### src/rtl/mag_sq_peak_pkg.sv
// Shared constants and the tag that rides alongside each sample through the
// magnitude-squared pipeline.
package mag_sq_peak_pkg;

    localparam int DATA_W_DEF = 16;
    localparam int IDX_W_DEF  = 10;
    localparam int PIPE_LAT   = 3;

    // Widest bin index a tag can carry; instances must keep IDX_W <= IDX_W_MAX.
    localparam int IDX_W_MAX  = 16;

    typedef struct packed {
        logic [IDX_W_MAX-1:0] idx;
        logic                 last;
    } tag_t;

endpackage

### src/rtl/mag_sq_peak_abs.sv
// Two's-complement magnitude: signed DATA_W-bit in, unsigned DATA_W-bit out.
// The most-negative input maps to 2^(DATA_W-1), which still fits unsigned.
module twos_abs
    import mag_sq_peak_pkg::*;
#(
    parameter int DATA_W = DATA_W_DEF
) (
    input  logic signed [DATA_W-1:0] x,
    output logic        [DATA_W-1:0] mag
);

    logic [DATA_W-1:0] x_u;

    assign x_u = x;
    assign mag = x[DATA_W-1] ? (~x_u + DATA_W'(1)) : x_u;

endmodule

### src/rtl/mag_sq_peak.sv
// Streaming |x|^2 with ready/valid on both sides, plus a per-frame peak
// tracker that reports the largest power bin once each frame ends.
module mag_sq_peak
    import mag_sq_peak_pkg::*;
#(
    parameter int DATA_W = DATA_W_DEF,
    parameter int IDX_W  = IDX_W_DEF
) (
    input  logic                     clk_100mhz,
    input  logic                     rst_in,
    input  logic                     valid_in,
    output logic                     ready_out,
    input  logic signed [DATA_W-1:0] real_part,
    input  logic signed [DATA_W-1:0] imag_part,
    input  logic                     last_in,
    output logic                     out_valid,
    input  logic                     out_ready,
    output logic        [2*DATA_W:0] sum,
    output logic        [IDX_W-1:0]  out_idx,
    output logic                     out_last,
    output logic                     peak_valid,
    output logic        [2*DATA_W:0] peak_mag,
    output logic        [IDX_W-1:0]  peak_idx
);

    localparam int SQ_W  = 2 * DATA_W;
    localparam int SUM_W = 2 * DATA_W + 1;

    function automatic logic [SQ_W-1:0] square(input logic [DATA_W-1:0] m);
        logic [SQ_W-1:0] w;
        w = {{DATA_W{1'b0}}, m};
        return w * w;
    endfunction

    function automatic logic [SUM_W-1:0] add_wide(input logic [SQ_W-1:0] a,
                                                  input logic [SQ_W-1:0] b);
        return {1'b0, a} + {1'b0, b};
    endfunction

    logic              advance;
    logic              accept;
    logic              out_hs;
    logic [IDX_W-1:0]  idx_cnt;
    logic [DATA_W-1:0] re_abs;
    logic [DATA_W-1:0] im_abs;

    logic [DATA_W-1:0] re_abs_p0, im_abs_p0;
    tag_t              tag_p0;
    logic              vld_p0;
    logic [SQ_W-1:0]   re_sq_p1, im_sq_p1;
    tag_t              tag_p1;
    logic              vld_p1;
    logic              vld_p2;

    logic              frame_start;
    logic              take;
    logic [SUM_W-1:0]  run_max, new_max;
    logic [IDX_W-1:0]  run_idx, new_idx;

    // A single enable freezes every stage while the output is back-pressured.
    assign ready_out = !out_valid || out_ready;
    assign advance   = ready_out;
    assign accept    = valid_in && ready_out;
    assign out_valid = vld_p2;
    assign out_hs    = out_valid && out_ready;

    twos_abs #(.DATA_W(DATA_W)) u_abs_re (.x(real_part), .mag(re_abs));
    twos_abs #(.DATA_W(DATA_W)) u_abs_im (.x(imag_part), .mag(im_abs));

    always_ff @(posedge clk_100mhz) begin
        if (rst_in) begin
            idx_cnt  <= '0;
            vld_p0   <= 1'b0;
            vld_p1   <= 1'b0;
            vld_p2   <= 1'b0;
            sum      <= '0;
            out_idx  <= '0;
            out_last <= 1'b0;
        end else begin
            if (accept)
                idx_cnt <= last_in ? '0 : idx_cnt + IDX_W'(1);
            if (advance) begin
                vld_p0   <= valid_in;
                vld_p1   <= vld_p0;
                vld_p2   <= vld_p1;
                // p1 -> p2: sum stage drives the output registers
                sum      <= add_wide(re_sq_p1, im_sq_p1);
                out_idx  <= IDX_W'(tag_p1.idx);
                out_last <= tag_p1.last;
            end
        end
    end

    always_ff @(posedge clk_100mhz) begin
        if (advance) begin
            // input -> p0: abs stage
            re_abs_p0 <= re_abs;
            im_abs_p0 <= im_abs;
            tag_p0    <= '{idx: IDX_W_MAX'(idx_cnt), last: last_in};
            // p0 -> p1: square stage
            re_sq_p1  <= square(re_abs_p0);
            im_sq_p1  <= square(im_abs_p0);
            tag_p1    <= tag_p0;
        end
    end

    // Strict compare keeps the earliest index on ties.
    always_comb begin
        take    = frame_start || (sum > run_max);
        new_max = run_max;
        new_idx = run_idx;
        if (take) begin
            new_max = sum;
            new_idx = out_idx;
        end
    end

    always_ff @(posedge clk_100mhz) begin
        if (rst_in) begin
            frame_start <= 1'b1;
            run_max     <= '0;
            run_idx     <= '0;
            peak_valid  <= 1'b0;
            peak_mag    <= '0;
            peak_idx    <= '0;
        end else begin
            peak_valid <= 1'b0;
            if (out_hs) begin
                if (out_last) begin
                    peak_valid  <= 1'b1;
                    peak_mag    <= new_max;
                    peak_idx    <= new_idx;
                    frame_start <= 1'b1;
                    run_max     <= '0;
                    run_idx     <= '0;
                end else begin
                    frame_start <= 1'b0;
                    run_max     <= new_max;
                    run_idx     <= new_idx;
                end
            end
        end
    end

endmodule

### config.mk
export PLATFORM = sky130hd
export DESIGN_NAME = mag_sq_peak
export DESIGN_NICKNAME = d
export VERILOG_FILES = /design/src/rtl/mag_sq_peak_pkg.sv /design/src/rtl/mag_sq_peak_abs.sv /design/src/rtl/mag_sq_peak.sv
export SDC_FILE = /design/constraint.sdc
export NUM_CORES = 1
export LEC_CHECK = 0
export CORE_MARGIN = 1.5
export CORE_UTILIZATION = 66
export CTS_CLUSTER_SIZE = 8
export DETAILED_ROUTE_END_ITERATION = 8
export DONT_BUFFER_PORTS = 1
export PLACE_DENSITY = 0.79
export SLEW_MARGIN = 25
export SYNTH_ARGS = -nofsm -noshare
export SYNTH_HDL_FRONTEND = slang
export SYNTH_SLANG_ARGS = --single-unit
export TNS_END_PERCENT = 1
### constraint.sdc
create_clock -name clk_100mhz -period 9.1 [get_ports clk_100mhz]
set_input_delay 1.82 -clock clk_100mhz [delete_from_list [all_inputs] [get_ports clk_100mhz]]
set_output_delay 1.82 -clock clk_100mhz [all_outputs]
set_load 0.1 [all_outputs]
# Word-level counts from Yosys, hierarchy flattened
# Index checks and enable logic that the tools add are counted.
op_classes:
  n_lt_le_gt_ge: 1
  add_sub_neg: 4
  reduce_logical: 7
  n_mul: 2
  bitwise_logic: 3
  mux: 8
op_table:
  columns: ["operator", "n"]
  rows:
  - ["$mux 33", 2]
  - ["$mul 16x16->32", 2]
  - ["$add 32x32->33", 1]
  - ["$gt 33x33->1", 1]
  - ["$add 16x1->16 const B", 2]
  - ["$not 16->16", 2]
  - ["$mux 10", 3]
  - ["$mux 15", 2]
  - ["$add 10x1->10 const B", 1]
  - ["$logic_and 1x1->1", 2]
  - ["$logic_or 1x1->1", 2]
  - ["$reduce_and 2->1", 1]
  - ["$reduce_or 2->1", 1]
  - ["$logic_not 1->1", 1]
  - ["$mux 1", 1]
  - ["$not 1->1", 1]
word_totals:
  out_inout_bits: 90
  inputBits: 37
  ff_bits: 263
  elab_cells: 48

# Logic depth before layout (Yosys ltp)
# Gate-level depths: netlist of run 1.
logic_depth:
  depth_word: 4
  depth_mapped: 26
  ltp_nobuf: 24

# Cells and area by module
# A second synthesis of run 1 with hierarchy kept.
hier_totals:
  cells_unflattened: 2720
  hier_area_um2: 26261.4
by_module_without_submodules:
  columns: ["mod", "area_per_inst_um2", "instances", "seq_area_each_um2", "cells_per_inst"]
  rows:
  - ["mag_sq_peak", 25530.7, 1, 6386.1, 2624]
  - ["twos_abs", 365.4, 2, 0.0, 48]

# Worst setup path after synthesis of run 1
# No wires, ideal clock.
synth_timing:
  path_type: "input-to-output"
  startpoint: "input out_ready"
  endpoint: "output ready_out"
  required_time_ns: 7.280
  path_buffers: 2
  path_slack_ns: 0.917
  stages: 4
  arrival_time_ns: 6.363
  path_cell_list: "nor2b_1 -> inv_1 -> clkbuf_1 -> clkbuf_1"
synth_between:
  elab_chain_cells: 1
synth_rtl:
  columns: ["element", "line", "text"]
  rows:
  - ["from (decl)", "mag_sq_peak.sv:17", "input logic out_ready,"]
  - ["$logic_or 1x1->1", "mag_sq_peak.sv:61", "assign ready_out = !out_valid || out_ready;"]
  - ["to (decl)", "mag_sq_peak.sv:12", "output logic ready_out,"]
# No other way between the ends.

# Final worst setup path of run 1
layout_timing:
  startpoint: "register im_abs_p0[2]"
  endpoint: "register im_sq_p1[21], data pin"
layout_between:
  elab_chain_cells: 1
layout_rtl:
  columns: ["element", "line", "text"]
  rows:
  - ["from (decl)", "mag_sq_peak.sv:47", "logic [DATA_W-1:0] re_abs_p0, im_abs_p0;"]
  - ["from (signal assigned)", "mag_sq_peak.sv:98", "im_abs_p0 <= im_abs;"]
  - ["$mul 16x16->32", "mag_sq_peak.sv:32", "return w * w;"]
  - ["to (signal assigned)", "mag_sq_peak.sv:102", "im_sq_p1 <= square(im_abs_p0);"]
  - ["to (decl)", "mag_sq_peak.sv:50", "logic [SQ_W-1:0] re_sq_p1, im_sq_p1;"]
# No other way between the ends.
# A chain may end at the register's enable or synchronous reset.

==> out/qor.yml, run 1 <==
worst_hold_path:
  hold_path_depth: 0
  min_from: "tag_p0[7]$_DFFE_PN_"
  hold_end: "tag_p1[7]$_DFFE_PN_"
  hp-class: "reg -> reg"
synth:
  synth_edf_count: 116
  synth-simple-area-share_pct: 11.9
  syn_area_um2: 25600
  synth_compound_area_share_pct: 9.70
  syn_avg_cell_area_um2: 9.55
  synthFlopType: "dfxtp_1"
  ys_seq_area_share_pct: 24.9
  synth-seq-cells: 261
  synth_fa_ha_area_share_pct: 38.3
  ys_types: 70
  muxShareOfSynthArea_pct: 1.73
  async_flop_share_pct: 0
  syn_nets: 3313
  yosysWarnings: 0
  synth_xor_area_share_pct: 4.03
  synthCells: 2685
  synth_top_family_by_area: "adder cells"
layout:
  area_delta_synth_final_pct: 6.74
  layout-drive-gt1-share_pct: 4.53
  final_cells: 3211
  fin_nets: 3300
  n_fill_cell: 2838
  fin_util_pct: 71.2
  n_antenna_cell: 0
sta:
  slew_violations: 0
  period_needed_ns: 7.00
  max_freq_mhz: 143
  setup_viol: 0
  period_share_pct: 76.9
  relSlewSlack_pct: 27.7
  worst_pin_slew_ns: 1.08
  finClkSkew_ns: 0.0285
  grt_setup_unrepaired: "false"
  finalSetupTns_ns: 0
  hold_viol_final: 0
placement:
  place_inst: 3149
  portBuffers: 0
  place_hpwl_mm: 44.3
  gp_congestion: 0.888
setup_path:
  r2r_cells: 24
  worst_ep_required_time_ns: 9.40
  start_kind: "flip-flop"
  criticalPathCategory: "reg -> reg"
  critPathMaxFanout: 17
  r2r-start: "im_abs_p0[2]$_DFFE_PN_"
  reg2reg_slack_ns: 2.10
  cp.arrival_ns: 7.30
  end_kind: "flip-flop"
  r2r_end: "im_sq_p1[21]$_DFFE_PN_"
clock_tree:
  hold_buffers: 0
  clock_latency_ns: 0.57
  cts_buffer_depth: 3
  ctsResizeCount: 0
  cts_tree: "built"
  cts_made_buffers: 38
  clk_pin_slew_ns: 0.05
  cts.sinks: 261
  cts.htree.levels: 2
  post-cts-setup-buffer-count: 0
  root_buffer: "clkbuf_16"
floorplanning:
  io_pins: 127
  die_w_um: 200
  rows: 72
  core_area_um2: 38500
  die-area_um2: 40100
  fp.dieH_um: 200
  initial_core_util_pct: 66.7
detailed_routing:
  drt_wl_total_mm: 56.2
  dr.pass1.iters: 5
  vias_per_cell: 5.67
  drc: 0
  via_count: 18200
  wl_per_cell_um: 17.5
  antenna_left: 0
  drtIter0Drc: 1088
job:
  max_cap_viol_count: 0
grt:
  grt_antenna_before_repair: 0
  grt_pass1_wl_mm: 94.4
  grt_max_degree: 59
  grt_usage_pct: 29.0
  grt_pass1_vias: 19400
  grt_overflow: 0
run_status:
  status: "completed"
layout make-up:
cell class / instances / area (um^2) / share of cell area (%)
Multi-Input combinational cell: 1789 / 16900 / 61.7
Clock inverter: 3 / 80.1 / 0.293
Sequential cell: 261 / 6400 / 23.4
Timing Repair Buffer: 29 / 238 / 0.868
Clock buffer: 58 / 1040 / 3.78
Tap cell: 518 / 648 / 2.37
Inverter: 553 / 2080 / 7.60
synthesized netlist by cell type, types with 3 or more instances:
cell type  count  area (um^2)
a211o_1        5         43.8
a211oi_1       7         52.6
a21boi_0       6         45.0
a21o_1        42          315
a21oi_1      115          576
a22o_1        43          377
a311o_1        4         40.0
a31o_2         7         61.3
a31oi_1       12         75.1
and2_1        93          582
and3_1        10         62.6
and4_1         3         26.3
buf_1          6         22.5
buf_2          4         20.0
buf_4          5         37.5
clkbuf_1      67          251
dfxtp_1      145         2900
edfxtp_1     116         3480
fa_1         324         6490
ha_1         267         3340
inv_1        553         2080
mux2i_1       42          420
nand2_1      303         1140
nand2b_1       9         56.3
nand3_1       28          140
nand3b_1       5         37.5
nand4_1       17          106
nor2_1        99          372
nor2b_1       16          100
nor3_1        28          140
nor4_1         4         25.0
nor4b_1        4         35.0
o21a_1         8         60.1
o21ai_0       83          415
o21ai_1        9         45.0
o21bai_1       6         45.0
o31ai_1        7         52.6
o41ai_1        4         35.0
or2_2         11         68.8
or3_1         12         75.1
xnor2_1       87          762
xor2_1        31          272
how the worst max path moves through the flow:
stage                                   endpoint  slack [ns]  depth (start not counted)                    from
after floorplan                        ready_out        0.92                          4               out_ready
after global placement    re_sq_p1[20]$_DFFE_PN_        2.51                         22  re_abs_p0[9]$_DFFE_PN_
after detailed placement  im_sq_p1[27]$_DFFE_PN_        2.27                         24  im_abs_p0[2]$_DFFE_PN_
after CTS                 im_sq_p1[21]$_DFFE_PN_        2.19                         24  im_abs_p0[2]$_DFFE_PN_
after global routing      im_sq_p1[21]$_DFFE_PN_        1.75                         24  im_abs_p0[2]$_DFFE_PN_
final                     im_sq_p1[21]$_DFFE_PN_        2.10                         24  im_abs_p0[2]$_DFFE_PN_
logic make-up after synthesis:
group,after synthesis
xor+xnor,118
simple gates,653
fa+ha+maj,591
mux,44
compound gates,383
buf+inv,635
flops,261
registers in the layout, summed over array words and instances (netlist names):
name / flops
frame_start: 1
idx_cnt: 10
im_abs_p0: 16
im_sq_p1: 31
out_idx: 10
out_last: 1
out_valid: 1
peak_idx: 10
peak_mag: 33
peak_valid: 1
re_abs_p0: 16
re_sq_p1: 31
run_idx: 10
run_max: 33
sum: 33
tag_p0: 11
tag_p1: 11
vld_p0: 1
vld_p1: 1
metal layers:
metal	global-route usage [%]	vias up	share of wire, %
met5	0	-	0
met4	10.4	0	3.1
li1	-	8572	-
met2	48.3	596	48
met1	38.7	8907	42
met3	4.60	117	6.9
through the flow:
| stage | cell area (um^2) | hold slack [ns] | worst slack [ns] |
|---|---|---|---|
| after floorplan | 25600 | 0.400 | 0.917 |
| after global placement | 26200 | 0.402 | 2.51 |
| after detailed placement | 26200 | 0.405 | 2.27 |
| after CTS | 27300 | 0.415 | 2.19 |
| after global routing | 27400 | 0.418 | 1.75 |
| final | 27400 | 0.414 | 2.10 |
critical path, stage by stage, from the launching register on:
cell and delay, ns:
edfxtp_1 0.75, inv_1 0.22, nor2_1 0.26, inv_1 0.10
fa_1 0.51, inv_1 0.06, fa_1 0.53, inv_1 0.06
fa_1 0.39, inv_1 0.09, fa_1 0.46, fa_1 0.55
inv_1 0.05, fa_1 0.48, inv_1 0.05, ha_1 0.37
nand4_1 0.19, nor2_1 0.20, o211ai_1 0.20, a21boi_0 0.42
nor3_1 0.11, o21ai_0 0.31, a21o_1 0.16, a21oi_1 0.08
xnor2_1 0.13
cell usage in the layout, fill, tap and decap left out, types with 31 or more instances in the layout:
master,count
inv_1,552
fa_1,324
nand2_1,301
ha_1,267
dfxtp_1,132
edfxtp_1,116
a21oi_1,115
nor2_1,99
and2_1,93
xnor2_1,87
o21ai_0,83
a22o_1,43
a21o_1,42
mux2i_1,42
clkbuf_16,38
xor2_1,31
Power of run 1 is not shown: default switching activity piles up to over one toggle a cycle in this logic, so the estimate is an artifact.
==> inputs of run 2 (changes only) <==
clock period = 6.5 ns   (was 9.1 ns; I/O delays follow)
==> out/qor.yml, run 2 (same netlist as run 1, synthesis figures left out) <==
setup_path:
  crit_path_start: "im_abs_p0[3]$_DFFE_PN_"
  crit_slowest_cell: "fa_1"
  worst_ep_required_time_ns: 6.78
  start_kind: "flip-flop"
  cp.arrival_ns: 6.63
  reg2reg_slack_ns: 0.15
  path_depth: 21
  endpoint: "im_sq_p1[27]$_DFFE_PN_"
  criticalPathCategory: "reg -> reg"
  crit_buf_inv: 4
  slowest_delay_ns: 0.58
  r2r_end: "im_sq_p1[27]$_DFFE_PN_"
  r2r-start: "im_abs_p0[3]$_DFFE_PN_"
  end_kind: "flip-flop"
  crit_top_cell: "fa_1"
  r2r_cells: 21
  critPathMaxFanout: 10
  cpLargestDelayFamily: "adder cells"
  crit_chain: "buf_6 -> nand2_1 -> fa_1 -> inv_1 -> fa_1 -> inv_1 -> fa_1 -> fa_1 -> fa_1 -> fa_1 -> inv_1 -> ha_2 -> nand4_1 -> nor2_2 -> o211ai_1 -> a211o_1 -> and3b_1 -> o21ba_2 -> o21bai_1 -> a21oi_1 -> xnor2_1"
floorplanning:
  io_pins: 127
  die-area_um2: 40100
  die_w_um: 200
  initial_core_util_pct: 66.7
  core_area_um2: 38500
  rows: 72
  fp.dieH_um: 200
detailed_routing:
  drtIter0Drc: 1108
  vias_per_cell: 5.66
  via_count: 18600
  wl_per_cell_um: 17.1
  antenna_left: 0
  drt_wl_total_mm: 56.3
  drc: 0
  dr.pass1.iters: 5
layout:
  n_fill_cell: 2740
  final_cells: 3282
  n_antenna_cell: 0
  fin_util_pct: 73.1
  reg_top3: "peak_mag: 33 flops, run_max: 33 flops, sum: 33 flops"
  layout_common_cells: "inv_1 (549), fa_1 (324), nand2_1 (299)"
  area_delta_synth_final_pct: 9.63
  fin_nets: 3370
  layout-drive-gt1-share_pct: 8.03
  final_common_cell: "inv_1"
  final_cell_area_um2: 28100
clock_tree:
  cts_tree: "built"
  cts.sinks: 261
  hold_buffers: 0
  clock_latency_ns: 0.56
  cts.htree.levels: 2
  root_buffer: "clkbuf_16"
  cts_buffer_depth: 3
  clk_pin_slew_ns: 0.05
  cts_made_buffers: 39
placement:
  place_hpwl_mm: 44.1
  portBuffers: 0
  place_inst: 3193
  dpl-instance-area_um2: 26500
  gp_congestion: 0.907
sta:
  worst_pin_slew_ns: 1.09
  setup_viol: 0
  period_share_pct: 97.6
  relSlewSlack_pct: 27.1
  max_freq_mhz: 158
  period_needed_ns: 6.35
  grt_setup_unrepaired: "true"
  finalSetupTns_ns: 0
  hold_viol_final: 0
  finClkSkew_ns: 0.0333
  slew_violations: 0
run_status:
  status: "completed"
job:
  max_cap_viol_count: 0
worst_hold_path:
  hp-class: "reg -> reg"
grt:
  grt_pass1_vias: 19200
  grt_antenna_before_repair: 0
  grt_overflow: 0
  grt_max_degree: 81
  grt_pass1_wl_mm: 93.4
  grt_usage_pct: 28.6
## run 2: what timing repair did
| item | 4_1_cts | 5_1_grt |
|---|---|---|
| setup endpoints to repair | 1 | 17 |
| pin swaps | 0 | 9 |
| gates resized for setup | 0 | 41 |
| buffers inserted | 3 | 21 |
## run 2: layout make-up
type | instances | area [um^2] | share of cell area [%]
clock inverter | 6 | 110 | 0.392
sequential | 261 | 6400 | 22.8
clock buffer | 57 | 1040 | 3.71
multi-input combinational | 1789 | 17000 | 60.6
inverter | 553 | 2080 | 7.41
timing repair buffer | 98 | 795 | 2.83
tap | 518 | 648 | 2.31
## run 2: layer usage
| metal | wire length (um) | track usage (%) |
|---|---|---|
| met5 | 0 | 0 |
| met4 | 1810 | 9.69 |
| met3 | 4250 | 5.68 |
| met2 | 26700 | 47.2 |
| met1 | 23500 | 38.1 |
## run 2: how the worst min path moves through the flow
| stage | start | slack, ns | depth (start not counted) | end |
|---|---|---|---|---|
| after floorplan | tag_p0[0]$_DFFE_PN_ | 0.40 | 0 | tag_p1[0]$_DFFE_PN_ |
| after global placement | tag_p0[10]$_DFFE_PN_ | 0.40 | 0 | tag_p1[10]$_DFFE_PN_ |
| after detailed placement | tag_p0[0]$_DFFE_PN_ | 0.40 | 0 | tag_p1[0]$_DFFE_PN_ |
| after CTS | tag_p0[3]$_DFFE_PN_ | 0.42 | 0 | tag_p1[3]$_DFFE_PN_ |
| after global routing | tag_p0[3]$_DFFE_PN_ | 0.42 | 0 | tag_p1[3]$_DFFE_PN_ |
| final | tag_p0[0]$_DFFE_PN_ | 0.41 | 0 | tag_p1[0]$_DFFE_PN_ |
## run 2: worst reg2reg max path, stage by stage (launching register included)
cell and delay (ns):
edfxtp_1 0.50, buf_6 0.20, nand2_1 0.12, fa_1 0.56, inv_1 0.06, fa_1 0.53, inv_1 0.05, fa_1 0.50
fa_1 0.58, fa_1 0.43, fa_1 0.49, inv_1 0.04, ha_2 0.38, nand4_1 0.20, nor2_2 0.18, o211ai_1 0.18
a211o_1 0.32, and3b_1 0.18, o21ba_2 0.22, o21bai_1 0.15, a21oi_1 0.11, xnor2_1 0.14
## run 2: metrics by stage
step                      setup slack [ns]  hold slack [ns]
after floorplan                      0.119            0.400
after global placement               0.197            0.403
after detailed placement            0.0127            0.405
after CTS                          0.00433            0.418
after global routing               -0.0854            0.423
final                                0.153            0.415
Power of run 2 is left out for the same reason.
